$ cat config.mk
export PLATFORM = sky130hd
export DESIGN_NAME = logic_unit_pipe_flat
export DESIGN_NICKNAME = d
export VERILOG_FILES = /design/src/rtl/logic_unit_pipe_pkg.sv /design/src/rtl/logic_unit_pipe_if.sv /design/src/rtl/logic_op_core.sv /design/src/rtl/logic_unit_pipe.sv /design/src/flat_wrapper.sv
export SDC_FILE = /design/constraint.sdc
export NUM_CORES = 1
export LEC_CHECK = 0
export CELL_PAD_IN_SITES_DETAIL_PLACEMENT = 1
export CELL_PAD_IN_SITES_GLOBAL_PLACEMENT = 2
export CORE_ASPECT_RATIO = 1.5
export CORE_MARGIN = 2
export CORE_UTILIZATION = 35
export DETAILED_ROUTE_END_ITERATION = 6
export PLACE_DENSITY_LB_ADDON = 0.08
export SYNTH_ARGS = -nofsm -noshare
export SYNTH_HDL_FRONTEND = slang
export SYNTH_SLANG_ARGS = --single-unit
$ cat constraint.sdc
create_clock -name clk -period 3.9 [get_ports clk]
set_input_delay 0.39 -clock clk [delete_from_list [all_inputs] [get_ports clk]]
set_output_delay 0.39 -clock clk [all_outputs]
set_load 0.005 [all_outputs]
$ cat src/rtl/logic_unit_pipe_pkg.sv
// Shared definitions for the pipelined bitwise logic unit: opcode width
// and the opcode enumeration used by the datapath and the bus interface.
package logic_unit_pkg;

  // Number of bits carried by every opcode field.
  localparam int OP_W = 3;

  // All eight codes are legal; B is ignored by OP_NOTA and OP_PASSA.
  typedef enum logic [OP_W-1:0] {
    OP_AND   = 3'd0,
    OP_NAND  = 3'd1,
    OP_OR    = 3'd2,
    OP_NOR   = 3'd3,
    OP_XOR   = 3'd4,
    OP_XNOR  = 3'd5,
    OP_NOTA  = 3'd6,
    OP_PASSA = 3'd7
  } op_e;

endpackage

$ cat src/rtl/logic_unit_pipe_if.sv
// Producer/consumer bus of the logic unit. The master side is whoever
// offers operands and takes results; the slave side is the logic unit.
//
// Handshake: a transfer happens on a rising clock edge where valid and
// ready are both high. The sender holds valid and its payload stable until
// that edge; ready may depend combinationally on the downstream ready.
interface logic_unit_pipe_if #(
  parameter int WIDTH = 8
) ();

  logic                         in_valid;
  logic                         in_ready;
  logic [WIDTH-1:0]             in_a;
  logic [WIDTH-1:0]             in_b;
  logic [logic_unit_pkg::OP_W-1:0] in_op;

  logic                         out_valid;
  logic                         out_ready;
  logic [WIDTH-1:0]             out_y;
  logic [logic_unit_pkg::OP_W-1:0] out_op;
  logic                         out_zero;
  logic                         out_ones;
  logic                         out_parity;

  modport master (
    output in_valid, in_a, in_b, in_op, out_ready,
    input  in_ready, out_valid, out_y, out_op, out_zero, out_ones, out_parity
  );

  modport slave (
    input  in_valid, in_a, in_b, in_op, out_ready,
    output in_ready, out_valid, out_y, out_op, out_zero, out_ones, out_parity
  );

endinterface

$ cat src/rtl/logic_op_core.sv
// Combinational bitwise operator with result flags. Used in the second
// pipeline stage so flags always describe the same y that gets registered.
module logic_op_core
  import logic_unit_pkg::*;
#(
  parameter int WIDTH = 8
) (
  input  logic [WIDTH-1:0] a,
  input  logic [WIDTH-1:0] b,
  input  op_e              op,
  output logic [WIDTH-1:0] y,
  output logic             zero,
  output logic             ones,
  output logic             parity
);

  // Select the bitwise operation.
  always_comb begin
    y = a;
    case (op)
      OP_AND:   y = a & b;
      OP_NAND:  y = ~(a & b);
      OP_OR:    y = a | b;
      OP_NOR:   y = ~(a | b);
      OP_XOR:   y = a ^ b;
      OP_XNOR:  y = ~(a ^ b);
      OP_NOTA:  y = ~a;
      OP_PASSA: y = a;
      default:  y = a;
    endcase
  end

  // Flags are pure reductions of the selected result.
  always_comb begin
    zero   = ~|y;
    ones   = &y;
    parity = ^y;
  end

endmodule

$ cat src/rtl/logic_unit_pipe.sv
// Two-stage pipelined bitwise logic unit with full throughput, lossless
// backpressure and a saturating count of completed output transfers.
//
// Stage 1 captures operands and opcode; stage 2 evaluates the operation
// and registers the result with its flags. Each stage advances when it is
// empty or when the stage after it is advancing, so in_ready follows
// out_ready combinationally and both stages fill before input stalls.
module logic_unit_pipe
  import logic_unit_pkg::*;
#(
  parameter int WIDTH = 8,
  parameter int CNT_W = 16
) (
  input  logic              clk,
  input  logic              rst,
  logic_unit_pipe_if.slave  bus,
  input  logic              cnt_clr,
  output logic [CNT_W-1:0]  op_count
);

  localparam logic [CNT_W-1:0] CNT_MAX = '1;

  logic             s1_valid;
  logic [WIDTH-1:0] s1_a;
  logic [WIDTH-1:0] s1_b;
  op_e              s1_op;

  logic             s1_en;
  logic             s2_en;
  logic             out_fire;

  logic [WIDTH-1:0] core_y;
  logic             core_zero;
  logic             core_ones;
  logic             core_parity;

  // Stage enables: output stage moves when empty or drained this cycle,
  // input stage moves when empty or when the output stage moves.
  assign s2_en    = !bus.out_valid || bus.out_ready;
  assign s1_en    = !s1_valid || s2_en;
  assign out_fire = bus.out_valid && bus.out_ready;

  // Nothing is accepted while reset is held, even though stage 1 is empty.
  assign bus.in_ready = s1_en && !rst;

  // Stage 1: capture operands; data is don't-care while s1_valid is low.
  always_ff @(posedge clk or posedge rst) begin
    if (rst) begin
      s1_valid <= 1'b0;
      s1_a     <= '0;
      s1_b     <= '0;
      s1_op    <= OP_AND;
    end else if (s1_en) begin
      s1_valid <= bus.in_valid;
      s1_a     <= bus.in_a;
      s1_b     <= bus.in_b;
      s1_op    <= op_e'(bus.in_op);
    end
  end

  logic_op_core #(
    .WIDTH (WIDTH)
  ) u_core (
    .a      (s1_a),
    .b      (s1_b),
    .op     (s1_op),
    .y      (core_y),
    .zero   (core_zero),
    .ones   (core_ones),
    .parity (core_parity)
  );

  // Stage 2: register result and flags together; hold while stalled.
  always_ff @(posedge clk or posedge rst) begin
    if (rst) begin
      bus.out_valid  <= 1'b0;
      bus.out_y      <= '0;
      bus.out_op     <= '0;
      bus.out_zero   <= 1'b0;
      bus.out_ones   <= 1'b0;
      bus.out_parity <= 1'b0;
    end else if (s2_en) begin
      bus.out_valid  <= s1_valid;
      bus.out_y      <= core_y;
      bus.out_op     <= s1_op;
      bus.out_zero   <= core_zero;
      bus.out_ones   <= core_ones;
      bus.out_parity <= core_parity;
    end
  end

  // Completed-transfer counter: clear wins, otherwise count and saturate.
  always_ff @(posedge clk or posedge rst) begin
    if (rst) begin
      op_count <= '0;
    end else if (cnt_clr) begin
      op_count <= '0;
    end else if (out_fire && (op_count != CNT_MAX)) begin
      op_count <= op_count + CNT_W'(1);
    end
  end

endmodule

$ cat src/flat_wrapper.sv
// flat-port wrapper written by rule: the top's interface ports become plain ports
module logic_unit_pipe_flat import logic_unit_pkg::*;
#(
  parameter int WIDTH = 8,
  parameter int CNT_W = 16
)
  (clk, rst, cnt_clr, op_count, bus_in_valid, bus_in_a, bus_in_b, bus_in_op, bus_out_ready, bus_in_ready, bus_out_valid, bus_out_y, bus_out_op, bus_out_zero, bus_out_ones, bus_out_parity);
  logic_unit_pipe_if #(.WIDTH(WIDTH)) bus_i ();
  input  logic clk;
  input  logic rst;
  input  logic cnt_clr;
  output logic [CNT_W-1:0] op_count;
  input wire logic [$bits(bus_i.in_valid)-1:0] bus_in_valid;
  input wire logic [$bits(bus_i.in_a)-1:0] bus_in_a;
  input wire logic [$bits(bus_i.in_b)-1:0] bus_in_b;
  input wire logic [$bits(bus_i.in_op)-1:0] bus_in_op;
  input wire logic [$bits(bus_i.out_ready)-1:0] bus_out_ready;
  output wire logic [$bits(bus_i.in_ready)-1:0] bus_in_ready;
  output wire logic [$bits(bus_i.out_valid)-1:0] bus_out_valid;
  output wire logic [$bits(bus_i.out_y)-1:0] bus_out_y;
  output wire logic [$bits(bus_i.out_op)-1:0] bus_out_op;
  output wire logic [$bits(bus_i.out_zero)-1:0] bus_out_zero;
  output wire logic [$bits(bus_i.out_ones)-1:0] bus_out_ones;
  output wire logic [$bits(bus_i.out_parity)-1:0] bus_out_parity;
  assign bus_i.in_valid = bus_in_valid;
  assign bus_i.in_a = bus_in_a;
  assign bus_i.in_b = bus_in_b;
  assign bus_i.in_op = bus_in_op;
  assign bus_i.out_ready = bus_out_ready;
  assign bus_in_ready = bus_i.in_ready;
  assign bus_out_valid = bus_i.out_valid;
  assign bus_out_y = bus_i.out_y;
  assign bus_out_op = bus_i.out_op;
  assign bus_out_zero = bus_i.out_zero;
  assign bus_out_ones = bus_i.out_ones;
  assign bus_out_parity = bus_i.out_parity;
  logic_unit_pipe #(.WIDTH(WIDTH), .CNT_W(CNT_W)) u_core (.clk(clk), .rst(rst), .bus(bus_i), .cnt_clr(cnt_clr), .op_count(op_count));
endmodule
==> results_dict.tcl <==
set metrics [dict create \
    synth_seq_area_share_pct 41.67 \
    grt_overflow 0 \
    via_count 2476 \
    syn2layout_area_growth_pct 25.65 \
    yosys-top-cells-area "dfrtp_1 42%, ha_1 9.0%, nand2_1 4.8%, o21ai_0 4.7%, xnor2_1 4.3%" \
    grt_use_met2_pct 30.89 \
    cts_tree "yes" \
    synth_top_flop_cell "dfrtp_1" \
    peakVddDrop_uv 197.5 \
    slew_violations 0 \
    pwr-share-clk_pct 28.3 \
    rows 41 \
    drc_errors 0 \
    grt_util_all_layers_pct 16.38 \
    grt_util_met3_pct 2.595 \
    max_slew_margin_pct 27.86 \
    viasPerCell 5.084 \
    grt_pass1_vias 2504 \
    finalCriticalPeriod_ns 2.991 \
    switching_share_pct 30.50 \
    r2r_cells 10 \
    synth_top_area_cell "dfrtp_1" \
    dieArea_sq_um 9531 \
    drt_first_pass_iters 4 \
    cp-startpoint "u_core.s1_op[0]" \
    leakage_nw 1.710 \
    clock_path_buffers 2 \
    grt_util_met1_pct 18.30 \
    rsz0062_at_grt "no" \
    yosysTopAreaCellShare_pct 41.67 \
    power_frac_seq_pct 41.5 \
    nNetsFinal 425 \
    yosys_warnings 0 \
    synth_commonest_cells "51 x dfrtp_1, 39 x nand2_1, 29 x o21ai_0" \
    net-switching-power_w 0.0004776 \
    r2r-end "u_core.bus.out_parity" \
    dp_hpwl_um 5535 \
    syn_area_sq_um 3063 \
    r2r_slack_ns 0.91 \
    critPathCapture "u_core.bus.out_parity" \
    tns_ns 0 \
    setup_viol 0 \
    finClkSkew_ns 0.005812 \
    yosysMostFrequentCell "dfrtp_1" \
    worst_pin_slew_ns 1.081 \
    num_io_pins 56 \
    num_antenna_cells 0 \
    ctsResizeCount 0 \
    fill_cells 987 \
    dpl_worst_slack_ns 0.8454 \
    portBuffers 55 \
    comb_power_share_pct 30.3 \
    antenna_found_initial 0 \
    min_path_type "reg -> reg" \
    wirelength_um 7216 \
    async_flop_share_pct 100.0 \
    fin_crit_sh_pct 76.69 \
    p_int_w 0.001089 \
    synth_edf_count 0 \
    max-cap-violations 0 \
    cts.reportedPaths.clkPinSlew_ns 0.07 \
    routabilityCongestion 0.7374 \
    hold_violations 0 \
    synthesis.nets 377 \
    start_util_pct 36.19 \
    p_per_area_nw_per_um2 406.9 \
    post_cts_buffers 0 \
    setup_ws_ns 0.9091 \
    start_kind "flip-flop" \
    busiest_layer "met2" \
    htreeDepth 2 \
    chipWidth_um 80.38 \
    drive_gt1_share_pct 7.105 \
    path_max_fanout 20 \
    grt_pass1_wl_um 12320 \
    synthCells 331 \
    worstSetupPathType "reg -> reg" \
    crit_arrival_ns 3.21 \
    critPathRequiredTime_ns 4.12 \
    synth.ff_latch_count 51 \
    syn-mean-instance-area_sq_um 9.254 \
    grt_max_degree 52 \
    routedWlPerCell_um 14.82 \
    core-area_sq_um 8464 \
    status "completed" \
    cts.sinks 51 \
    drt_iter0_drc 68 \
    synth.distinct_cells 50 \
    ant_nets 0 \
    die_h_um 118.6 \
    fmax_ghz 0.3343 \
    cts_hold_buf 0 \
    cts_buffers 5 \
    cp-end-kind "flip-flop" \
    rr_startpoint "u_core.s1_op[0]" \
    cts_root_buffer "clkbuf_16" \
    insertion_delay_ns 0.30 \
]
[registers in the layout, summed over array words and instances (netlist names)]
register               cells
u_core.op_count           16
u_core.bus.out_op          3
u_core.s1_valid            1
u_core.s1_b                8
u_core.bus.out_parity      1
u_core.bus.out_valid       1
u_core.bus.out_ones        1
u_core.s1_a                8
u_core.bus.out_zero        1
u_core.s1_op               3
u_core.bus.out_y           8
[cells by family (layout without fill, tap and decap cells)]
kind of cell / Yosys count / after routing / synth area share, %
buffers and inverters: 43 / 92 / 5.474
adder cells (fa/ha/maj): 22 / 22 / 8.987
multiplexers: 10 / 10 / 4.289
XOR/XNOR: 25 / 25 / 8.088
AO/OA/AOI/OAI: 73 / 73 / 14.54
AND/OR/NAND/NOR: 107 / 107 / 16.95
flip-flops: 51 / 51 / 41.67
[critical path, stage by stage, from the launching register on]
cell and delay (ns):
dfrtp_1 0.87, nand2b_1 0.16, o22ai_1 0.24, a211oi_1 0.12, a311oi_1 0.44, inv_1 0.08
ha_1 0.30, xnor2_1 0.19, xnor2_1 0.15, xnor3_1 0.23, o21ai_1 0.12
[cell type report]
| cell class | count | area [sq um] | area share [%] |
|---|---|---|---|
| Clock inverter | 3 | 20.02 | 0.5202 |
| Clock buffer | 5 | 125.1 | 3.251 |
| Sequential cell | 51 | 1276 | 33.16 |
| Timing Repair Buffer | 59 | 580.6 | 15.08 |
| Tap cell | 107 | 133.9 | 3.479 |
| Inverter | 25 | 93.84 | 2.438 |
| Multi-Input combinational cell | 237 | 1619 | 42.07 |
[cell usage in the layout, fill, tap and decap left out, types with 3 or more instances in the layout]
cell type,n
nand2b_1,6
mux2i_1,3
nor2_1,25
nand2_1,39
xor2_1,7
clkbuf_16,5
o21ai_0,29
buf_4,4
a31oi_1,5
a21oi_1,15
xnor2_1,15
inv_1,23
nor3_1,5
clkdlybuf4s50_1,55
and3_1,6
dfrtp_1,51
nand3_1,6
ha_1,22
nand4_1,3
mux2_2,5
and4_1,3
a21boi_0,3
[worst min path at each step]
stage | from | to | depth (start not counted)
global route | u_core.bus.out_op[0] | u_core.bus.out_op[0] | 2
floorplan | cnt_clr | u_core.op_count[5] | 1
CTS | u_core.bus.out_op[2] | u_core.bus.out_op[2] | 2
detailed placement | u_core.bus.out_op[2] | u_core.bus.out_op[2] | 2
finish | u_core.bus.out_op[0] | u_core.bus.out_op[0] | 2
global placement | u_core.bus.out_op[2] | u_core.bus.out_op[2] | 2
[metal layers]
metal | part of all wire [%] | vias up | routed length, um
li1 | - | 1228 | -
met1 | 40 | 1202 | 2912
met2 | 56 | 38 | 4014
met3 | 2.6 | 8 | 186
met4 | 1.4 | 0 | 102
met5 | 0 | - | 0
[per-stage QoR]
stage | util [%] | hold WS, ns | instances | area (sq um) | total power (W)
3_3_place_gp | 43.75 | 0.4588 | 479 | 3704 | 0.001130
6_report | 45.47 | 0.4808 | 487 | 3849 | 0.001566
5_1_grt | 45.47 | 0.5189 | 487 | 3849 | 0.001667
4_1_cts | 45.47 | 0.4950 | 487 | 3849 | 0.001598
2_1_floorplan | - | 0.4531 | 331 | 3063 | 0.0009535
3_5_place_dp | 43.75 | 0.4776 | 479 | 3704 | 0.001147
[power groups by stage]
stage	registers [W]	clock network [W]	logic, W
6_report	0.000650	0.000443	0.000474
2_1_floorplan	0.000634	0	0.000319
3_3_place_gp	0.000657	0	0.000473
4_1_cts	0.000652	0.000459	0.000487
3_5_place_dp	0.000662	0	0.000485
5_1_grt	0.000660	0.000475	0.000532
Note: power is estimated with default switching activity, not from simulation.
